$ cat src/rtl/pipelined_controller.sv
// Control unit for the 5-stage ARM pipeline: decodes the D-stage instruction,
// carries control through E/M/W, and evaluates condition codes against NZCV.
module pipelined_controller (
    input  logic        clk,
    input  logic        reset,
    input  logic [31:0] instr,
    input  logic [3:0]  aluflags,
    input  logic        flushe,
    output logic [1:0]  regsrcd,
    output logic [1:0]  immsrcd,
    output logic        alusrce,
    output logic [3:0]  alucontrole,
    output logic [1:0]  shcontrol,
    output logic [4:0]  shamt,
    output logic        branchtakene,
    output logic        blsel,
    output logic        blwritewire,
    output logic        wemwritem,
    output logic        memtoregw,
    output logic        regwritew,
    output logic        pcsrcw,
    output logic        memtorege,
    output logic        regwritem,
    output logic        pcsrcd,
    output logic        pcsrce,
    output logic        pcsrcm
);
    localparam logic [1:0] OP_DP  = 2'b00;
    localparam logic [1:0] OP_MEM = 2'b01;
    localparam logic [1:0] OP_BR  = 2'b10;

    // Decode-stage controls
    logic       dec_regwrite, dec_memwrite, dec_memtoreg, dec_branch, dec_bl;
    logic       dec_flagwrite, dec_alusrc, dec_pcsrc;
    logic [3:0] dec_alu;
    logic [1:0] dec_sh, dec_regsrc, dec_immsrc;
    logic [4:0] dec_shamt;

    // Execute-stage register
    logic       e_regwrite_q, e_memwrite_q, e_memtoreg_q, e_branch_q, e_bl_q;
    logic       e_pcsrc_q, e_flagwrite_q, e_alusrc_q;
    logic [3:0] e_alu_q, e_cond_q;
    logic [1:0] e_sh_q;
    logic [4:0] e_shamt_q;
    logic       e_regwrite_d, e_memwrite_d, e_memtoreg_d, e_branch_d, e_bl_d;
    logic       e_pcsrc_d, e_flagwrite_d, e_alusrc_d;
    logic [3:0] e_alu_d, e_cond_d;
    logic [1:0] e_sh_d;
    logic [4:0] e_shamt_d;

    // Flags (NZCV), memory and writeback registers
    logic [3:0] flags_q, flags_d;
    logic       m_regwrite_q, m_memwrite_q, m_memtoreg_q, m_pcsrc_q;
    logic       m_regwrite_d, m_memwrite_d, m_memtoreg_d, m_pcsrc_d;
    logic       w_regwrite_q, w_memtoreg_q, w_pcsrc_q;
    logic       w_regwrite_d, w_memtoreg_d, w_pcsrc_d;
    logic       condexe;
    logic       unused_instr;

    assign unused_instr = ^{instr[19:16], instr[4:0]};

    // Main decoder for the D-stage instruction word
    always_comb begin
        dec_regwrite  = 1'b0;
        dec_memwrite  = 1'b0;
        dec_memtoreg  = 1'b0;
        dec_branch    = 1'b0;
        dec_bl        = 1'b0;
        dec_flagwrite = 1'b0;
        dec_alusrc    = 1'b0;
        dec_alu       = 4'b0000;
        dec_sh        = 2'b00;
        dec_shamt     = 5'd0;
        dec_regsrc    = 2'b00;
        dec_immsrc    = 2'b00;
        case (instr[27:26])
            OP_DP: begin
                dec_regwrite  = (instr[24:23] != 2'b10);
                dec_alu       = instr[24:21];
                dec_flagwrite = instr[20];
                if (instr[25]) begin
                    dec_alusrc = 1'b1;
                    dec_sh     = 2'b11;
                    dec_shamt  = {instr[11:8], 1'b0};
                end else begin
                    dec_sh    = instr[6:5];
                    dec_shamt = instr[11:7];
                end
            end
            OP_MEM: begin
                dec_alusrc = ~instr[25];
                dec_immsrc = 2'b01;
                dec_alu    = instr[23] ? 4'b0100 : 4'b0010;
                if (instr[20]) begin
                    dec_regwrite = 1'b1;
                    dec_memtoreg = 1'b1;
                end else begin
                    dec_memwrite  = 1'b1;
                    dec_regsrc[1] = 1'b1;
                end
            end
            OP_BR: begin
                dec_regsrc[0] = 1'b1;
                dec_immsrc    = 2'b10;
                dec_alusrc    = 1'b1;
                dec_alu       = 4'b0100;
                dec_branch    = 1'b1;
                dec_bl        = instr[24];
            end
            default: ;
        endcase
        dec_pcsrc = dec_regwrite & (instr[15:12] == 4'hF);
    end

    // E-stage next state: a flush inserts a bubble
    always_comb begin
        e_regwrite_d  = dec_regwrite;
        e_memwrite_d  = dec_memwrite;
        e_memtoreg_d  = dec_memtoreg;
        e_branch_d    = dec_branch;
        e_bl_d        = dec_bl;
        e_pcsrc_d     = dec_pcsrc;
        e_flagwrite_d = dec_flagwrite;
        e_alusrc_d    = dec_alusrc;
        e_alu_d       = dec_alu;
        e_sh_d        = dec_sh;
        e_shamt_d     = dec_shamt;
        e_cond_d      = instr[31:28];
        if (flushe) begin
            e_regwrite_d  = 1'b0;
            e_memwrite_d  = 1'b0;
            e_memtoreg_d  = 1'b0;
            e_branch_d    = 1'b0;
            e_bl_d        = 1'b0;
            e_pcsrc_d     = 1'b0;
            e_flagwrite_d = 1'b0;
            e_alusrc_d    = 1'b0;
            e_alu_d       = 4'b0000;
            e_sh_d        = 2'b00;
            e_shamt_d     = 5'd0;
            e_cond_d      = 4'b0000;
        end
    end

    // ARM condition evaluation against the stored NZCV flags
    always_comb begin
        condexe = 1'b0;
        case (e_cond_q)
            4'h0: condexe = flags_q[2];
            4'h1: condexe = ~flags_q[2];
            4'h2: condexe = flags_q[1];
            4'h3: condexe = ~flags_q[1];
            4'h4: condexe = flags_q[3];
            4'h5: condexe = ~flags_q[3];
            4'h6: condexe = flags_q[0];
            4'h7: condexe = ~flags_q[0];
            4'h8: condexe = flags_q[1] & ~flags_q[2];
            4'h9: condexe = ~flags_q[1] | flags_q[2];
            4'hA: condexe = (flags_q[3] == flags_q[0]);
            4'hB: condexe = (flags_q[3] != flags_q[0]);
            4'hC: condexe = ~flags_q[2] & (flags_q[3] == flags_q[0]);
            4'hD: condexe = flags_q[2] | (flags_q[3] != flags_q[0]);
            4'hE: condexe = 1'b1;
            default: condexe = 1'b0;
        endcase
    end

    // Flags, M and W next state; ALU flag order is {C,V,N,Z}, stored as NZCV
    always_comb begin
        flags_d = flags_q;
        if (e_flagwrite_q && condexe) begin
            flags_d = {aluflags[1], aluflags[0], aluflags[3], aluflags[2]};
        end
        m_regwrite_d = e_regwrite_q & condexe;
        m_memwrite_d = e_memwrite_q & condexe;
        m_memtoreg_d = e_memtoreg_q;
        m_pcsrc_d    = e_pcsrc_q & condexe;
        w_regwrite_d = m_regwrite_q;
        w_memtoreg_d = m_memtoreg_q;
        w_pcsrc_d    = m_pcsrc_q;
    end

    // Pipeline and flag registers, synchronous reset
    always_ff @(posedge clk) begin
        if (reset) begin
            e_regwrite_q  <= 1'b0;
            e_memwrite_q  <= 1'b0;
            e_memtoreg_q  <= 1'b0;
            e_branch_q    <= 1'b0;
            e_bl_q        <= 1'b0;
            e_pcsrc_q     <= 1'b0;
            e_flagwrite_q <= 1'b0;
            e_alusrc_q    <= 1'b0;
            e_alu_q       <= 4'b0000;
            e_sh_q        <= 2'b00;
            e_shamt_q     <= 5'd0;
            e_cond_q      <= 4'b0000;
            flags_q       <= 4'b0000;
            m_regwrite_q  <= 1'b0;
            m_memwrite_q  <= 1'b0;
            m_memtoreg_q  <= 1'b0;
            m_pcsrc_q     <= 1'b0;
            w_regwrite_q  <= 1'b0;
            w_memtoreg_q  <= 1'b0;
            w_pcsrc_q     <= 1'b0;
        end else begin
            e_regwrite_q  <= e_regwrite_d;
            e_memwrite_q  <= e_memwrite_d;
            e_memtoreg_q  <= e_memtoreg_d;
            e_branch_q    <= e_branch_d;
            e_bl_q        <= e_bl_d;
            e_pcsrc_q     <= e_pcsrc_d;
            e_flagwrite_q <= e_flagwrite_d;
            e_alusrc_q    <= e_alusrc_d;
            e_alu_q       <= e_alu_d;
            e_sh_q        <= e_sh_d;
            e_shamt_q     <= e_shamt_d;
            e_cond_q      <= e_cond_d;
            flags_q       <= flags_d;
            m_regwrite_q  <= m_regwrite_d;
            m_memwrite_q  <= m_memwrite_d;
            m_memtoreg_q  <= m_memtoreg_d;
            m_pcsrc_q     <= m_pcsrc_d;
            w_regwrite_q  <= w_regwrite_d;
            w_memtoreg_q  <= w_memtoreg_d;
            w_pcsrc_q     <= w_pcsrc_d;
        end
    end

    assign regsrcd      = dec_regsrc;
    assign immsrcd      = dec_immsrc;
    assign pcsrcd       = dec_pcsrc;
    assign alusrce      = e_alusrc_q;
    assign alucontrole  = e_alu_q;
    assign shcontrol    = e_sh_q;
    assign shamt        = e_shamt_q;
    assign branchtakene = e_branch_q & condexe;
    assign blsel        = e_bl_q & condexe;
    assign blwritewire  = e_bl_q & condexe;
    assign memtorege    = e_memtoreg_q;
    assign pcsrce       = e_pcsrc_q & condexe;
    assign wemwritem    = m_memwrite_q;
    assign regwritem    = m_regwrite_q;
    assign pcsrcm       = m_pcsrc_q;
    assign regwritew    = w_regwrite_q;
    assign memtoregw    = w_memtoreg_q;
    assign pcsrcw       = w_pcsrc_q;

endmodule

$ cat config.mk
export PLATFORM = sky130hd
export DESIGN_NAME = pipelined_controller
export DESIGN_NICKNAME = d
export VERILOG_FILES = /design/src/rtl/pipelined_controller.sv
export SDC_FILE = /design/constraint.sdc
export NUM_CORES = 1
export LEC_CHECK = 0
export BUFFER_PORTS_ARGS = -buffer_cell sky130_fd_sc_hd__buf_4
export CORE_UTILIZATION = 47
export CTS_CLUSTER_DIAMETER = 150
export DETAILED_ROUTE_END_ITERATION = 8
export PLACE_DENSITY = 0.79
export SYNTH_ARGS = -nofsm -noshare
export SYNTH_HDL_FRONTEND = slang
export SYNTH_SLANG_ARGS = --single-unit
$ cat constraint.sdc
create_clock -name clk -period 2.31 [get_ports clk]
set_clock_uncertainty 0.1 [all_clocks]
set_input_delay 0.1155 -clock clk [delete_from_list [all_inputs] [get_ports clk]]
set_output_delay 0.1155 -clock clk [all_outputs]
set_load 0.02 [all_outputs]
=== After elaboration in Yosys (flattened, before gate mapping) ===
Cells that the tools add are included.

* Equal/unequal tests: 20
* Muxes and demuxes: 12
* Bitwise gates (word level): 18
* Reductions and logical operators: 8

{| class="wikitable"
|+ Operator list
! operator !! count
|-
| $eq 4x4->1 const B || 8
|-
| $eq 4x3->1 const B || 4
|-
| $pmux 1 s15 || 1
|-
| $pmux 4 s3 || 1
|-
| $reduce_or 3->1 || 3
|-
| $and 1x1->1 || 8
|-
| $eq 4x2->1 const B || 2
|-
| $not 1->1 || 8
|-
| $mux 1 || 5
|-
| $eq 4x1->1 const B || 1
|-
| $logic_not 4->1 || 1
|-
| $pmux 2 s2 || 1
|-
| $reduce_or 4->1 || 1
|-
| $mux 3 || 1
|-
| $pmux 1 s3 || 1
|-
| $eq 2x1->1 const B || 1
|-
| $eq 2x2->1 const B || 1
|-
| $logic_not 2->1 || 1
|-
| $mux 2 || 1
|-
| $ne 2x2->1 const B || 1
|-
| $or 1x1->1 || 2
|-
| $pmux 1 s2 || 1
|-
| $reduce_or 2->1 || 1
|-
| $eq 1x1->1 || 1
|-
| 2 further kinds || 2
|}

* Register bits after elaboration: 34
* Input port bits: 39
* Output and inout bits: 28
* Word-level logic and storage cells: 79

=== Logic depth before layout (Yosys ltp) ===
Gate-level depths: netlist (run 1).

* Depth after elaboration: 4
* Depth in mapped cells: 7
* Gate-level depth less buffers: 5

=== Worst setup path before layout (run 1) ===
No wires, ideal clock.

* Kind: reg2out
* Start point: reg e_cond_q[3]
* End point: out blwritewire
* Data arrival time: 1749 ps
* Required time: 2095 ps
* Slack: 345 ps
* Cell stages (with the launch flop): 8
* Path buffers: 2
* Cell sequence: dfxtp_1 -> buf_4 -> nor4b_2 -> o32ai_1 -> a21o_1 -> a31oi_4 -> o31a_1 -> buf_4

* Longest elaborated chain between the ends: 3

{| class="wikitable"
|+ Ends and longest elaborated chain
! what !! line !! source
|-
| start, declared || 42 || <nowiki>logic [3:0] e_alu_q, e_cond_q;</nowiki>
|-
| start signal, assigned || 218 || <nowiki>e_cond_q <= e_cond_d;</nowiki>
|-
| $eq 4x4->1, or another cell as far along || 148 || <nowiki>case (e_cond_q)</nowiki>
|-
| $pmux 1 s15 (*) || 148 ||
|-
| $and 1x1->1 (*) || n/a ||
|-
| end, declared || 17 || <nowiki>output logic blwritewire,</nowiki>
|}

Mark *: on every way between the ends. The rest lies on a longest branch, timed or not.

=== Final worst setup path (run 1) ===
* Start point: reg e_cond_q[2]
* End point: out blsel

* Longest elaborated chain between the ends: 3

{| class="wikitable"
|+ Ends and longest elaborated chain
! what !! line !! source
|-
| $eq 4x4->1, or another cell as far along || 148 ||
|-
| $pmux 1 s15 (*) || 148 ||
|-
| $and 1x1->1 (*) || 238 || <nowiki>assign blsel = e_bl_q & condexe;</nowiki>
|-
| end, declared || 16 || <nowiki>output logic blsel,</nowiki>
|}

Marks and branches as above.

==> reports/metrics.cfg, run 1 <==
[synth]
ys_top_cells_by_count=34 x dfxtp_1, 11 x and2_1, 9 x inv_1, 9 x nor2_1, 8 x nor3_1
ys_seq_area_frac=0.431
synth.area.top_cells=dfxtp_1 43%, mux2i_1 4.4%, and2_1 4.4%, a311oi_2 3.8%, buf_4 2.9%
postSynthAreaPerCell_um2=9.62
synth-edff-count=0
ys_seq_elements=34
netlist_area_um2=1580
synth_largest_area_cell=dfxtp_1
synth_nets=203
yosys_warnings=0
ys_types=42
synthCells=164
ys.flop_type=dfxtp_1
synth-async-reset-ratio=0
yosysTopAreaCellShare=0.431
synth_most_common_cell=dfxtp_1

[global_routing]
grtUsageTotal=0.259
grt_pass1_vias=1491
antenna_found_initial=0
grt_max_degree=13
overflow=0
grt_pass1_wl_um=6740

[sta]
fmax_mhz=449
drv_slew=0
grt_setup_unrepaired=false
worstMarginPinSlew_ns=0.430
finalSetupViolations=0
finalHoldViolCount=0
relSlewSlack=0.714
fin_hold_ws_ns=0.0342
fin_crit_ns=2.23
period_share=0.964
tns_ns=0

[floorplan]
die_h_um=59.9
design.portCount=67
fp-row-count=20
fp.dieW_um=59.9
initial_core_util=0.504
core-area_um2=3130
die-area_um2=3590

[final_layout]
antennaDiodeCount=0
area_growth_syn_to_layout_pct=47.3
fillers=203
nets=281
drive_gt1_frac=0.336

[power]
vdd_drop_max_uv=533
p_total_mw=1.13
cellPowerDensity_nw_per_um2=488
leakagePower_nw=1.02

[clock_network]
insertion_delay_ns=0.32
cts_root_buf=clkbuf_4
cts.sink_count=34
numCtsBuffers=5
h-tree-depth=2
cts_tree=yes
clockBufferDepth=2
cts.clk_slew.worst_paths_ns=0.09

[route]
vias=1545
routed-wl-met2_um=2140
drc=0
wl_per_cell_um=15.0
wl_met1_um=1720
final_antenna_net_count=0
dr.first_iter.drc_count=137
via_per_inst=5.42
routed.top_layer=met4
drtPass1Iterations=4
routed_wl_um=4270
dr_wl_met3_um=342

[worst_setup_path]
max_stage_delay_ns=0.41
start_kind=flop
cp.arrival_ns=2.01
critPathKind=flop to output port
cp.required_ns=2.09
path_cells=mux2i_1 > o221ai_1 > a221oi_2 > a31oi_4 > o31a_1 > buf_4
ff2ff_path_depth=6
reg2reg_slack_ns=0.39
r2r-start=e_cond_q[2]
crit_end=blsel
rr_endpoint=regwritem
startpoint=e_cond_q[2]
critPathCaptureType=output port
crit_path_top_delay_cell=dfxtp_4
worstPathMaxFanout=11

[placed_design]
place_congestion=0.817
dp_hpwl_um=2600
io_buffers=57

[status]
outcome=complete, no violations

[hold_path]
min_path_cells=3
hold_class=primary input to flop

[job]
maxCapViolCount=0

[state kept, by name, summed over array words and instances, names as in the netlist, 2 cells and up]
signal and cells:
shamt 5, alucontrole 4, e_cond_q 4, flags_q 4, shcontrol 2
[worst min-delay path by stage]
| stage | endpoint | start | slack, ns |
|---|---|---|---|
| floorplan | e_flagwrite_q | instr[27] | 0.09 |
| global placement | shcontrol[1] | instr[6] | 0.21 |
| detailed placement | shcontrol[1] | instr[6] | 0.22 |
| CTS | alusrce | instr[26] | 0.02 |
| global route | flags_q[3] | aluflags[1] | 0.04 |
| finish | alusrce | instr[26] | 0.03 |
[layout by cell type (no fill, tap or decap), types with 2 or more instances in the layout]
master         Yosys  layout
nand2b_1           5       5
dfxtp_2            0       4
o21a_1             2       2
buf_4              6      58
nor2b_1            6       6
nand2_1            7       7
o31a_1             3       3
clkbuf_4           0       5
inv_1              9       9
nand3_1            6       6
a311oi_2           4       4
o21ai_0            2       2
dfxtp_1           34      29
and2_1            11      11
dlygate4sd3_1      0      26
a21oi_1            5       5
nor2_1             9       9
o32ai_1            5       5
nor3_1             8       7
mux2i_1            7       7
o311a_1            3       3
and3_1             5       5
[final cells by class]
type / instances / area (µm²) / share of cell area
Clock buffer: 6 / 51.3 / 0.0221
Inverter: 9 / 33.8 / 0.0145
Multi-Input combinational cell: 108 / 800 / 0.344
Sequential cell: 34 / 689 / 0.297
Tap cell: 44 / 55.1 / 0.0237
Timing Repair Buffer: 84 / 696 / 0.299
[metal layers]
layer	global-route usage	up-vias
li1	-	734
met5	0	-
met2	0.451	66
met4	0.0797	0
met3	0.102	9
met1	0.290	736
[worst max-delay path, delay by kind of cell, from the launching register on]
family                 cells  cell delay, ns
flip-flops                 1            0.41
buffers and inverters      1            0.17
multiplexers               1            0.23
AO/OA/AOI/OAI              4            0.89
[report_power, final]
group	leakage, nW	switching [mW]	total [mW]	internal (mW)
combinational	0.710	0.0947	0.204	0.109
clock	0.0302	0.178	0.315	0.137
sequential	0.278	0.0161	0.616	0.600
total	1.02	0.289	1.13	0.846
[cells by family after synthesis]
| kind of cell | Yosys count | share of synthesized area |
|---|---|---|
| multiplexers | 7 | 0.0444 |
| XOR/XNOR | 1 | 0.00555 |
| buffers and inverters | 22 | 0.0761 |
| flip-flops | 34 | 0.431 |
| AO/OA/AOI/OAI | 32 | 0.193 |
| AND/OR/NAND/NOR | 68 | 0.249 |
[metrics by stage]
stage          cell area (µm²)  std cells  setup slack (ns)  utilization
2_1_floorplan             1580        164             0.345            -
5_1_grt                   2320        285           0.00498        0.743
6_report                  2320        285            0.0832        0.743
3_3_place_gp              1970        252             0.240        0.631
4_1_cts                   2300        285           0.00475        0.734
3_5_place_dp              1970        252             0.185        0.631
[repair_timing]
item	in CTS	in global routing
setup buffers	1	0
hold endpoints to repair	26	0
endpoints found under the setup margin	4	7
pin swaps	1	0
gates resized for setup	3	8
hold buffers	26	0
Note: power is estimated with default switching activity, not from simulation.
==> run 2, diff against run 1 <==
- clock period: 2.31 -> 2.1 ns (I/O delays scaled with it)
==> run 2 against run 1 <==
Net effect: the run now ends with setup timing left; worst setup slack worse by 0.099 ns; clock-buffer cell count up 1; global-route usage up 1.3 points; final area up 2.8%; non-clock buffer count up 7; clock power up 3%; hold slack worse by 0.029 ns; sequential share of layout area down 0.44 points; critical path depth up 1; sequential cell count unchanged; sequential power up 9.4%; largest cell class unchanged.
==> reports/metrics.cfg, run 2 (synthesis gave the netlist of run 1 again) <==
[placed_design]
dp_hpwl_um=2680  ; was 2600 µm
dp.cells=257  ; was 252
dp_slack_ns=0.0527  ; was 0.185 ns
io_buffers=57  ; unchanged
place_congestion=0.783  ; was 0.817
placed_area_um2=2010  ; was 1970 µm²

[final_layout]
area_growth_syn_to_layout_pct=51.5  ; was 47.3%
final_area_um2=2390  ; was 2320 µm²
nets=288  ; was 281
stdcell_count=293  ; was 285
drive_gt1_frac=0.357  ; was 0.336
layout_common_cells=62 x buf_4, 28 x dfxtp_1, 26 x dlygate4sd3_1  ; was 58 x buf_4, 29 x dfxtp_1, 26 x dlygate4sd3_1
largest_reg_flops=5  ; unchanged
final_common_cell=buf_4  ; unchanged
antennaDiodeCount=0  ; unchanged
fillers=197  ; was 203

[global_routing]
grtUsageTotal=0.272  ; was 0.259
antenna_found_initial=0  ; unchanged
grt_max_degree=13  ; unchanged
grt_pass1_vias=1615  ; was 1491
overflow=0  ; unchanged
grt_pass1_wl_um=7180  ; was 6740 µm

[worst_setup_path]
cp.arrival_ns=1.91  ; was 2.01 ns
cpMostUsedCell=buf_4
critPathCaptureType=output port  ; unchanged
path_cells=buf_6 > buf_4 > o32ai_2 > a21o_1 > a31oi_4 > o31a_1 > buf_4  ; was mux2i_1 > o221ai_1 > a221oi_2 > a31oi_4 > o31a_1 > buf_4
cp.required_ns=1.89  ; was 2.09 ns
crit_buf_inv=3  ; was 1
start_kind=flop  ; unchanged
crit_family=compound AO/OA/AOI/OAI gates  ; unchanged
max_stage_delay_ns=0.38  ; was 0.41 ns
crit_path_top_delay_cell=dfxtp_4  ; unchanged
critPathKind=flop to output port  ; unchanged
worstPathMaxFanout=6  ; was 11

[clock_network]
clockBufferDepth=2  ; unchanged
numCtsBuffers=5  ; unchanged
h-tree-depth=2  ; unchanged
cts.clk_slew.worst_paths_ns=0.10  ; was 0.09 ns
cts.sink_count=34  ; unchanged
cts_tree=yes  ; unchanged
cts_root_buf=clkbuf_4  ; unchanged
insertion_delay_ns=0.32  ; about the same

[route]
final_antenna_net_count=0  ; unchanged
wl_met1_um=1810  ; was 1720 µm
routed_wl_um=4410  ; was 4270 µm
vias=1572  ; was 1545
routed.top_layer=met4  ; unchanged
routed-wl-met2_um=2140  ; about the same
drc=0  ; unchanged
wl_per_cell_um=15.1  ; was 15.0 µm
dr_wl_met3_um=397  ; was 342 µm
dr.first_iter.drc_count=109  ; was 137
drtPass1Iterations=4  ; unchanged
via_per_inst=5.37  ; was 5.42

[floorplan]
core-area_um2=3130  ; unchanged
fp.dieW_um=59.9  ; unchanged
initial_core_util=0.504  ; unchanged
design.portCount=67  ; unchanged
die_h_um=59.9  ; unchanged
fp-row-count=20  ; unchanged
die-area_um2=3590  ; unchanged

[sta]
fin_hold_ws_ns=0.00470  ; was 0.0342 ns
fin_crit_ns=2.12
grt_setup_unrepaired=true  ; was false
worst_slack_ns=-0.0162  ; was 0.0832 ns
worstMarginPinSlew_ns=0.457  ; was 0.430 ns
tns_ns=-0.0343  ; was 0 ns
drv_slew=0  ; unchanged
fmax_mhz=473
finalHoldViolCount=0  ; unchanged
period_share=1.01
finalSetupViolations=3  ; was 0
relSlewSlack=0.695  ; was 0.714

[job]
maxCapViolCount=0  ; unchanged

[power]
leakagePower_nw=1.05  ; was 1.02 nW
vdd_drop_max_uv=467  ; was 533 µV
cellPowerDensity_nw_per_um2=517  ; was 488 nW/µm²

[status]
violations=setup timing
outcome=complete, but fails checks  ; was complete, no violations

[hold_path]
hold_class=primary input to flop  ; unchanged

[run 2: worst register-to-register path: cells and delay by family, from the launching register on]
family | cells | cell delay [ns]
flops | 1 | 0.38
compound gates | 4 | 0.80
buf+inv | 4 | 0.59
[run 2: routing by layer]
| metal | up-vias | GRT usage |
|---|---|---|
| li1 | 753 | - |
| met1 | 720 | 0.323 |
| met2 | 92 | 0.462 |
| met3 | 7 | 0.0844 |
| met4 | 0 | 0.0963 |
| met5 | - | 0 |
[run 2: final timing paths]
check                           slack (ns)          from    endpoint  cells after the start
worst max-delay path                 -0.02   e_cond_q[2]       blsel                      7
worst min-delay path                 0.005        flushe  e_branch_q                      3
worst max register to register        0.14   e_cond_q[2]   wemwritem                      8
worst min register to register        0.33  e_memwrite_q   wemwritem                      1
[run 2: final cells by class]
type	instances	area, µm²	share of cell area
multi-input cells	108	798	0.334
repair buffers	91	759	0.318
clock buffers	7	45.0	0.0188
flip-flops and latches	34	698	0.292
inverters	9	33.8	0.0141
well taps	44	55.1	0.0230
[run 2: power breakdown]
part	internal, mW	leakage, nW	switching [mW]	total [mW]
Sequential	0.658	0.280	0.0160	0.674
Combinational	0.130	0.749	0.108	0.238
Clock	0.126	0.0254	0.198	0.325
Total	0.914	1.05	0.322	1.24
[run 2: repair_timing]
action                                  CTS  global route
gates resized for setup                  15             5
cloned                                    0             0
pin swaps                                 4             2
endpoints found under the hold margin    27             0
endpoints found under the setup margin    4             7
setup buffers                             3             0
hold buffers                             26             0
[run 2: per-stage QoR]
| stage | utilization | power (mW) |
|---|---|---|
| finish | 0.764 | 1.24 |
| global route | 0.764 | 1.29 |
| CTS | 0.760 | 1.23 |
| detailed placement | 0.643 | 0.874 |
| global placement | 0.643 | 0.867 |
| floorplan | - | 0.792 |
